## src/rtl/graph_pkg.sv

```systemverilog
// Shared types and sizing helpers for the graph anomaly detector.
package graph_pkg;

  typedef enum logic [1:0] {
    TRAIN  = 2'd0,
    CALC   = 2'd1,
    DETECT = 2'd2
  } state_t;

  localparam int DATA_WIDTH_DEF = 8;

  function automatic int sum_width(input int data_width, input int train_win);
    return data_width + $clog2(train_win);
  endfunction

endpackage

```

## src/rtl/minmax_track.sv

```systemverilog
// Running min/max of training samples with a tolerance band that clamps
// to the representable range of DATA_WIDTH.
module minmax_track
  import graph_pkg::*;
#(
  parameter int DATA_WIDTH = DATA_WIDTH_DEF,
  parameter int TOL        = 4
) (
  input  logic                  clk,
  input  logic                  rst,
  input  logic                  clr,
  input  logic                  upd,
  input  logic [DATA_WIDTH-1:0] din,
  output logic [DATA_WIDTH-1:0] lo,
  output logic [DATA_WIDTH-1:0] hi
);

  localparam int EXT_W = DATA_WIDTH + 2;

  logic [DATA_WIDTH-1:0] min_val;
  logic [DATA_WIDTH-1:0] max_val;

  function automatic logic [DATA_WIDTH-1:0] sat_sub(input logic [DATA_WIDTH-1:0] a);
    logic signed [EXT_W-1:0] d;
    d = $signed({2'b00, a}) - $signed(EXT_W'(TOL));
    if (d < 0) return '0;
    return d[DATA_WIDTH-1:0];
  endfunction

  function automatic logic [DATA_WIDTH-1:0] sat_add(input logic [DATA_WIDTH-1:0] a);
    logic [EXT_W-1:0] s;
    s = {2'b00, a} + EXT_W'(TOL);
    if (s > {2'b00, {DATA_WIDTH{1'b1}}}) return '1;
    return s[DATA_WIDTH-1:0];
  endfunction

  always_ff @(posedge clk or posedge rst) begin
    if (rst) begin
      min_val <= '1;
      max_val <= '0;
    end else if (clr) begin
      min_val <= '1;
      max_val <= '0;
    end else if (upd) begin
      if (din < min_val) min_val <= din;
      if (din > max_val) max_val <= din;
    end
  end

  assign lo = sat_sub(min_val);
  assign hi = sat_add(max_val);

endmodule

```

## src/rtl/graph_anomaly_det.sv

```systemverilog
// Learns an edge-count band over TRAIN_WIN windows, then flags out-of-band
// windows. Define GRAPH_CONSEC_FILTER_EN to require CONSEC consecutive hits.
module graph_anomaly_det
  import graph_pkg::*;
#(
  parameter int DATA_WIDTH = DATA_WIDTH_DEF,
  parameter int TRAIN_WIN  = 16,
  parameter int TOL        = 4,
  parameter int CONSEC     = 3
) (
  input  logic                  clk,
  input  logic                  rst,
  input  logic                  data_vld,
  input  logic [DATA_WIDTH-1:0] num_edges,
  input  logic                  retrain,
  output logic                  res_vld,
  output logic                  anomaly,
  output logic                  trained,
  output logic [DATA_WIDTH-1:0] baseline
);

  localparam int SUM_W  = sum_width(DATA_WIDTH, TRAIN_WIN);
  localparam int LOG_TW = $clog2(TRAIN_WIN);
  localparam int CNT_W  = LOG_TW + 1;

  state_t                state;
  logic [SUM_W-1:0]      sum;
  logic [CNT_W-1:0]      win_cnt;
  logic                  hold_vld;
  logic [DATA_WIDTH-1:0] hold_data;
  logic [DATA_WIDTH-1:0] lo_r, hi_r;
  logic [DATA_WIDTH-1:0] mm_lo, mm_hi;
  logic                  train_upd;
  logic                  eval_en_p0;
  logic [DATA_WIDTH-1:0] eval_data_p0;
  logic                  oob_p0;
  logic                  anom_p0;

  assign train_upd = (state == TRAIN) && data_vld && !retrain;

  minmax_track #(.DATA_WIDTH(DATA_WIDTH), .TOL(TOL)) u_minmax (
    .clk (clk),
    .rst (rst),
    .clr (retrain),
    .upd (train_upd),
    .din (num_edges),
    .lo  (mm_lo),
    .hi  (mm_hi)
  );

  // Stage p0: pick the sample to judge; a held CALC-time sample goes first.
  always_comb begin
    eval_en_p0   = 1'b0;
    eval_data_p0 = num_edges;
    if (state == DETECT && !retrain) begin
      if (hold_vld) begin
        eval_en_p0   = 1'b1;
        eval_data_p0 = hold_data;
      end else if (data_vld) begin
        eval_en_p0 = 1'b1;
      end
    end
  end

  assign oob_p0 = (eval_data_p0 < lo_r) || (eval_data_p0 > hi_r);

`ifdef GRAPH_CONSEC_FILTER_EN
  localparam int RUN_W = $clog2(CONSEC + 1);
  logic [RUN_W-1:0] run_cnt;
  logic [RUN_W-1:0] run_cnt_nxt;

  always_comb begin
    run_cnt_nxt = '0;
    if (oob_p0) run_cnt_nxt = (run_cnt == RUN_W'(CONSEC)) ? run_cnt : run_cnt + 1'b1;
  end

  assign anom_p0 = (run_cnt_nxt == RUN_W'(CONSEC));

  always_ff @(posedge clk or posedge rst) begin
    if (rst)             run_cnt <= '0;
    else if (retrain)    run_cnt <= '0;
    else if (eval_en_p0) run_cnt <= run_cnt_nxt;
  end
`else
  assign anom_p0 = oob_p0;
`endif

  // Stage p1: registered result, training accumulation and state sequencing.
  always_ff @(posedge clk or posedge rst) begin
    if (rst) begin
      state     <= TRAIN;
      sum       <= '0;
      win_cnt   <= '0;
      hold_vld  <= 1'b0;
      hold_data <= '0;
      lo_r      <= '0;
      hi_r      <= '0;
      baseline  <= '0;
      res_vld   <= 1'b0;
      anomaly   <= 1'b0;
      trained   <= 1'b0;
    end else begin
      res_vld <= eval_en_p0;
      if (eval_en_p0) anomaly <= anom_p0;
      if (retrain) begin
        state    <= TRAIN;
        sum      <= '0;
        win_cnt  <= '0;
        hold_vld <= 1'b0;
        trained  <= 1'b0;
      end else begin
        case (state)
          TRAIN: begin
            if (data_vld) begin
              sum     <= sum + SUM_W'(num_edges);
              win_cnt <= win_cnt + 1'b1;
              if (win_cnt == CNT_W'(TRAIN_WIN - 1)) state <= CALC;
            end
          end
          CALC: begin
            baseline <= DATA_WIDTH'(sum >> LOG_TW);
            lo_r     <= mm_lo;
            hi_r     <= mm_hi;
            trained  <= 1'b1;
            state    <= DETECT;
            if (data_vld) begin
              hold_vld  <= 1'b1;
              hold_data <= num_edges;
            end
          end
          DETECT: begin
            // A sample arriving while the held one is judged takes its place.
            if (hold_vld) begin
              hold_vld <= data_vld;
              if (data_vld) hold_data <= num_edges;
            end
          end
          default: state <= TRAIN;
        endcase
      end
    end
  end

endmodule

```

## config.mk

```make
export PLATFORM = sky130hd
export DESIGN_NAME = graph_anomaly_det
export DESIGN_NICKNAME = d
export VERILOG_FILES = /design/src/rtl/graph_pkg.sv /design/src/rtl/minmax_track.sv /design/src/rtl/graph_anomaly_det.sv
export SDC_FILE = /design/constraint.sdc
export NUM_CORES = 1
export LEC_CHECK = 0
export BUFFER_PORTS_ARGS = -buffer_cell sky130_fd_sc_hd__buf_2
export CAP_MARGIN = 20
export CORE_MARGIN = 2
export CORE_UTILIZATION = 57
export CTS_BUF_LIST = sky130_fd_sc_hd__clkbuf_8
export DETAILED_ROUTE_END_ITERATION = 6
export GPL_TIMING_DRIVEN = 0
export PLACE_DENSITY = 0.78
export RECOVER_POWER = 50
export SYNTH_ARGS = -nofsm -noshare
export SYNTH_HDL_FRONTEND = slang
export SYNTH_SLANG_ARGS = --single-unit
```

## constraint.sdc

```tcl
create_clock -name clk -period 2.5 [get_ports clk]
set_input_delay 0.25 -clock clk [delete_from_list [all_inputs] [get_ports clk]]
set_output_delay 0.25 -clock clk [all_outputs]
set_load 0.03 [all_outputs]
```

Yosys cells after proc, flatten, opt, wreduce, memory -nomap -nowiden
Index checks and enable logic that the tools add are counted.
{ "totals": {"ff_bits": 71, "wordCells": 89, "inputBits": 12} }
{ "classes": {"n_reduce_logical": 21, "mux": 36, "n_lt_le_gt_ge": 6, "eq_ne": 8, "bitwise_logic": 1, "n_addsub": 4} }
{ "ops": {"columns": ["op", "n"], "rows": [
  ["$mux 8", 14],
  ["$mux 12", 3],
  ["$gt 8x8->1", 2],
  ["$lt 8x8->1", 2],
  ["$pmux 8 s2", 1],
  ["$mux 5", 3],
  ["$reduce_bool 2->1", 7],
  ["$add 12x8->12", 1],
  ["$gt 10x8->1 const B", 1],
  ["$mux 1", 10],
  ["$reduce_and 2->1", 5],
  ["$add 8x3->9 const B", 1],
  ["$lt 9x1->1 const B", 1],
  ["$sub 8x3->9 const B", 1],
  ["$mux 2", 3],
  ["$ne 3x3->1 const B", 2],
  ["$pmux 2 s3", 1],
  ["$reduce_and 3->1", 2],
  ["$add 5x1->5 const B", 1],
  ["$eq 5x4->1 const B", 1],
  ["$ne 2x2->1 const B", 2],
  ["$logic_and 1x1->1", 3],
  ["$ne 3x2->1 const B", 1],
  ["$reduce_bool 3->1", 1],
  ["other kinds (7)", 7]
]} }

Depth between registers and ports, before layout
{ "logic_depth": {"depth_word": 5, "mapped_depth": 11, "mapped_depth_nobuf": 9} }

Cells and area by module
Synthesis repeated with hierarchy kept, for this count alone.
{ "hier_totals": {"hier_cells": 457, "hier_area_um2": 4424.2} }
{ "modules_own_cells": {"columns": ["module", "area_each_um2", "n_inst", "seq_area_each_um2", "cells_each"], "rows": [
  ["graph_anomaly_det", 3064.2, 1, 1376.3, 301],
  ["minmax_track", 1360.1, 1, 410.4, 156]
]} }

Worst setup path before layout
OpenSTA, ideal clock, no wires.
{ "synth_path": {"kind": "register to register", "start": "register state[0]", "end": "register anomaly", "slack_ns": -0.041, "stages_incl_launch_ff": 11, "arrival_ns": 2.415, "n_path_buf": 2, "setup_time_ns": 0.126, "synth_period_minus_slack_ns": 2.541, "cell_sequence": "dfrtp_1 buf_6 and4bb_1 buf_4 mux2_2 ha_1 a211o_1 a21oi_1 o21ai_0 o21a_1 a221o_1"} }
{ "synth_via": {"elab_chain_cells": 5} }
{ "synth_lines": {"columns": ["item", "line_no", "source"], "rows": [
  ["start: declaration", "graph_anomaly_det.sv:26", "state_t state;"],
  ["start signal: assignment", "graph_anomaly_det.sv:91", "state <= TRAIN;"],
  ["start signal: assignment", "graph_anomaly_det.sv:106", "state <= TRAIN;"],
  ["start signal: assignment", "graph_anomaly_det.sv:117", "if (win_cnt == CNT_W'(TRAIN_WIN - 1)) state <= CALC;"],
  ["$eq 2x2->1 (*)", "graph_anomaly_det.sv:55", "if (state == DETECT && !retrain) begin"],
  ["$logic_and 1x1->1 (*)", "graph_anomaly_det.sv:55", null],
  ["$mux 8", "graph_anomaly_det.sv:55", null],
  ["$lt 8x8->1 / $gt 8x8->1 (equally long branches)", "graph_anomaly_det.sv:65", "assign oob_p0 = (eval_data_p0 < lo_r) || (eval_data_p0 > hi_r);"],
  ["$logic_or 1x1->1", "graph_anomaly_det.sv:65", null],
  ["end signal: assignment", "graph_anomaly_det.sv:104", "if (eval_en_p0) anomaly <= anom_p0;"],
  ["end: declaration", "graph_anomaly_det.sv:17", "output logic anomaly,"]
]} }
Every way passes the cells marked *; elsewhere a longest branch is shown, timed or not.
A chain may end at the register's enable or synchronous reset.

Worst setup path after layout
{ "layout_path": {"start": "register state[1]", "end": "register anomaly"} }
Same word-level chain as after synthesis.

==> impl_metrics.csv <==
group,metric,value,unit
status,status,"finished, violations left",
status,violations,"capacitance limit, slew limit",
clock_network,cts_buffers,9,
floorplanning,start_util,58.96,%
yosys,synth_cell_type_count,60,
floorplanning,ios,23,
sta,rsz0062_at_grt,"true",
global_routing,gr-total-overflow,0,
sta,fmax,0.4011,GHz
critical_path,setup.worst_path.class,"flop to flop",
yosys,synth_top_flop_cell,"dfrtp_1",
clock_network,root_buffer,"clkbuf_8",
layout,fillCellCount,602,
global_routing,grt_max_degree,72,
critical_path,crit_path_end_kind,"flop",
critical_path,critPathLaunchType,"flop",
floorplanning,die_w,90.62,microns
floorplanning,coreArea,7253,sq um
yosys,yosys.area.top_type,"dfrtp_1",
yosys,syn_area,4277,sq um
layout,diodes,0,
drt,viasPerCell,5.775,
floorplanning,rows,31,
drt,dr.first_iter.drc_count,164,
sta,setup_slack,0.007053,ns
layout,drive_above_1_share,16.09,%
pwr,peakVddDrop,0.3319,mV
sta,fin_skew,0.006296,ns
sta,fin_hold_ws,0.2170,ns
global_routing,antenna_found_initial,0,
critical_path,crit_arrival,2.73,ns
drt,vias,3407,
drt,drt_wl_total,9.907,mm
sta,worstMarginPinSlew,1.507,ns
clock_network,clk_pin_slew_worst_paths,0.07,ns
drt,post_drt_wl_per_cell,16.79,microns
clock_network,clk_path_buf_depth,2,
clock_network,cts_sinks,71,
floorplanning,die_area,8212,sq um
yosys,ys_seq_area_share,41.78,%
clock_network,cts_tree,"yes",
yosys,synth_warnings,0,
yosys,synth_area_per_cell,9.567,sq um
yosys,synth_top_area_share,36.86,%
global_routing,grt_pass1_wl,16.14,mm
placed_design,place_ws,-0.1118,ns
job,drv_cap,1,
critical_path,critPathRequiredTime,2.73,ns
layout,regArea,1787,sq um
placed_design,place.port_buffers,22,
drt,drc_errors,0,
placed_design,dp.final_hpwl,6.968,mm
yosys,ys_ff_latch,71,
drt,drtPass1Iterations,5,
clock_network,clock_latency,0.35,ns
layout,area_growth,11.94,%
placed_design,place_area,4529,sq um
worst_hold_path,worstHoldPathType,"input port to flop",
yosys,async_flop_share,100.0,%
drt,ant_nets,0,
clock_network,h-tree-depth,3,
critical_path,crit_fanout,7,
sta,hold_viol_final,0,
yosys,synth_cells,447,
yosys,synth_edf_count,0,
yosys,yosys-top-cells-area,"dfrtp_1, ha_1, nand2_1",
pwr,leakage,2.336,nW
floorplanning,chipHeight,90.62,microns
pwr,p_per_area,549.2,nW/um^2
sta,drv_slew,72,
global_routing,grt_pass1_vias,3212,
sta,min_period,2.493,ns
layout,layout.nets,542,
layout,multi_input_area,2271,sq um
layout,stdcell_area,4787,sq um
sta,timing.final.crit_share,99.72,%
sta,setup_viol,0,
yosys,synth_fp_nets,503,
global_routing,grt.total_usage,25.30,%
sta,max-slew-margin-rel,-0.6194,%
placed_design,gp_congestion,0.9063,
## placed cells by master, fill, tap and decap left out, drive strengths merged, types with 2 or more instances in the layout
master,synthesis,routed
nand2,70,70
dfrtp,63,63
inv,42,44
ha,43,43
buf,9,34
nor2,23,23
a21oi,22,22
o21ai,22,22
clkbuf,8,21
mux2,12,12
o211ai,11,11
mux2i,10,10
nand3,9,9
dfstp,8,8
a211oi,7,7
nor4b,7,7
nand4,7,7
xnor2,7,7
o22ai,7,7
and3,5,5
nor3,5,5
a22oi,5,5
o21a,4,4
a31oi,4,4
or3,3,3
a21o,3,3
clkinv,0,3
nor2b,3,3
a311o,2,2
nor4,2,2
nand2b,2,2
xor2,2,2
nor3b,2,2
a21boi,2,2
## repair_timing
item                                    CTS  global route
pin swaps                                 2             5
endpoints found under the setup margin    1             1
buffers inserted                          3             4
hold buffers                              0             0
gates resized for setup                   3             9
## critical path, cell delays in order, from the launching register on
cell and delay [ns]:
dfrtp_1 0.38, buf_6 0.13, and4bb_1 0.21, buf_6 0.14, mux2_4 0.32, ha_4 0.25
a211o_1 0.28, a21oi_2 0.13, o21ai_1 0.08, o21a_1 0.21, a221o_1 0.25
## cells in the mapped netlist (2+ instances only)
master and number:
dfrtp_1 63, mux2i_1 10, nor2b_1 2, nand2b_1 2, a21oi_1 20, mux2_2 12
o21ai_0 20, and3_1 5, xor2_1 2, nor4b_1 7, or3_1 3, buf_4 2
a22oi_1 5, dfstp_2 8, clkbuf_1 6, nand2_1 70, a211oi_1 7, o22ai_1 7
o21a_1 4, nand3_1 9, nand4_1 7, clkbuf_8 2, nor4_1 2, a21o_1 3
buf_6 2, xnor2_1 7, o211ai_1 11, inv_1 42, a311o_1 2, nor3_1 5
buf_2 3, a31oi_1 4, nor2_1 23, ha_1 43, buf_1 2
## sequential cells by signal, indices dropped and copies added, names as in the netlist
name,count
hold_vld,1
anomaly,1
lo_r,8
trained,1
win_cnt,5
hold_data,8
hi_r,8
state,2
res_vld,1
u_minmax.max_val,8
sum,12
baseline,8
u_minmax.min_val,8
## cells by family after synthesis
kind of cell / Yosys count / synth area share [%]
buf+inv: 59 / 6.261
mux: 22 / 5.500
simple gates: 143 / 16.12
fa+ha+maj: 44 / 13.05
xor+xnor: 9 / 1.843
flops: 71 / 41.78
compound gates: 99 / 15.45
## layout make-up
cell class                      instances  area share [%]
Tap cell                               99           2.588
Multi-Input combinational cell        317           47.44
Clock inverter                          6           1.098
Timing Repair Buffer                   29           3.319
Clock buffer                           10           2.875
Sequential cell                        71           37.32
Inverter                               42           3.293
Buffer                                 16           2.065
## where the power goes
group / switching, mW / total, mW / internal, mW
Clock: 0.429 / 0.905 / 0.476
Combinational: 0.286 / 0.467 / 0.181
Sequential: 0.0441 / 1.26 / 1.21
Total: 0.759 / 2.63 / 1.87
## metrics by stage
step | power, mW | instances | utilization, % | TNS, ns
after global placement | 1.709 | 568 | 62.41 | -24.76
after CTS | 2.638 | 587 | 65.65 | 0
after floorplan | 1.606 | 447 | - | 0
after global routing | 2.773 | 590 | 66.00 | -0.03215
after detailed placement | 1.732 | 568 | 62.45 | -0.1118
final | 2.629 | 590 | 66.00 | 0
## path summary, 6_finish.rpt
| path | slack (ns) | cells past startpoint | startpoint | to |
|---|---|---|---|---|
| min in group asynchronous | 0.34 | 2 | rst | u_minmax.max_val[2] |
| min | 0.22 | 3 | num_edges[1] | u_minmax.min_val[1] |
| max | 0.007 | 10 | state[1] | anomaly |
| max reg2reg | 0.007 | 10 | state[1] | anomaly |
| min reg2reg | 0.48 | 2 | baseline[2] | baseline[2] |
| max in group asynchronous | 1.25 | 2 | rst | u_minmax.max_val[0] |
## layer usage
layer | wire length, microns | vias up | global-route usage, % | share of wire, %
met4 | 129 | 0 | 6.923 | 1.3
li1 | - | 1666 | - | -
met3 | 585 | 11 | 5.426 | 5.9
met5 | 0 | - | 0 | 0
met1 | 4347 | 1661 | 34.21 | 44
met2 | 4846 | 69 | 41.36 | 49
(Power assumes the default switching activity.)
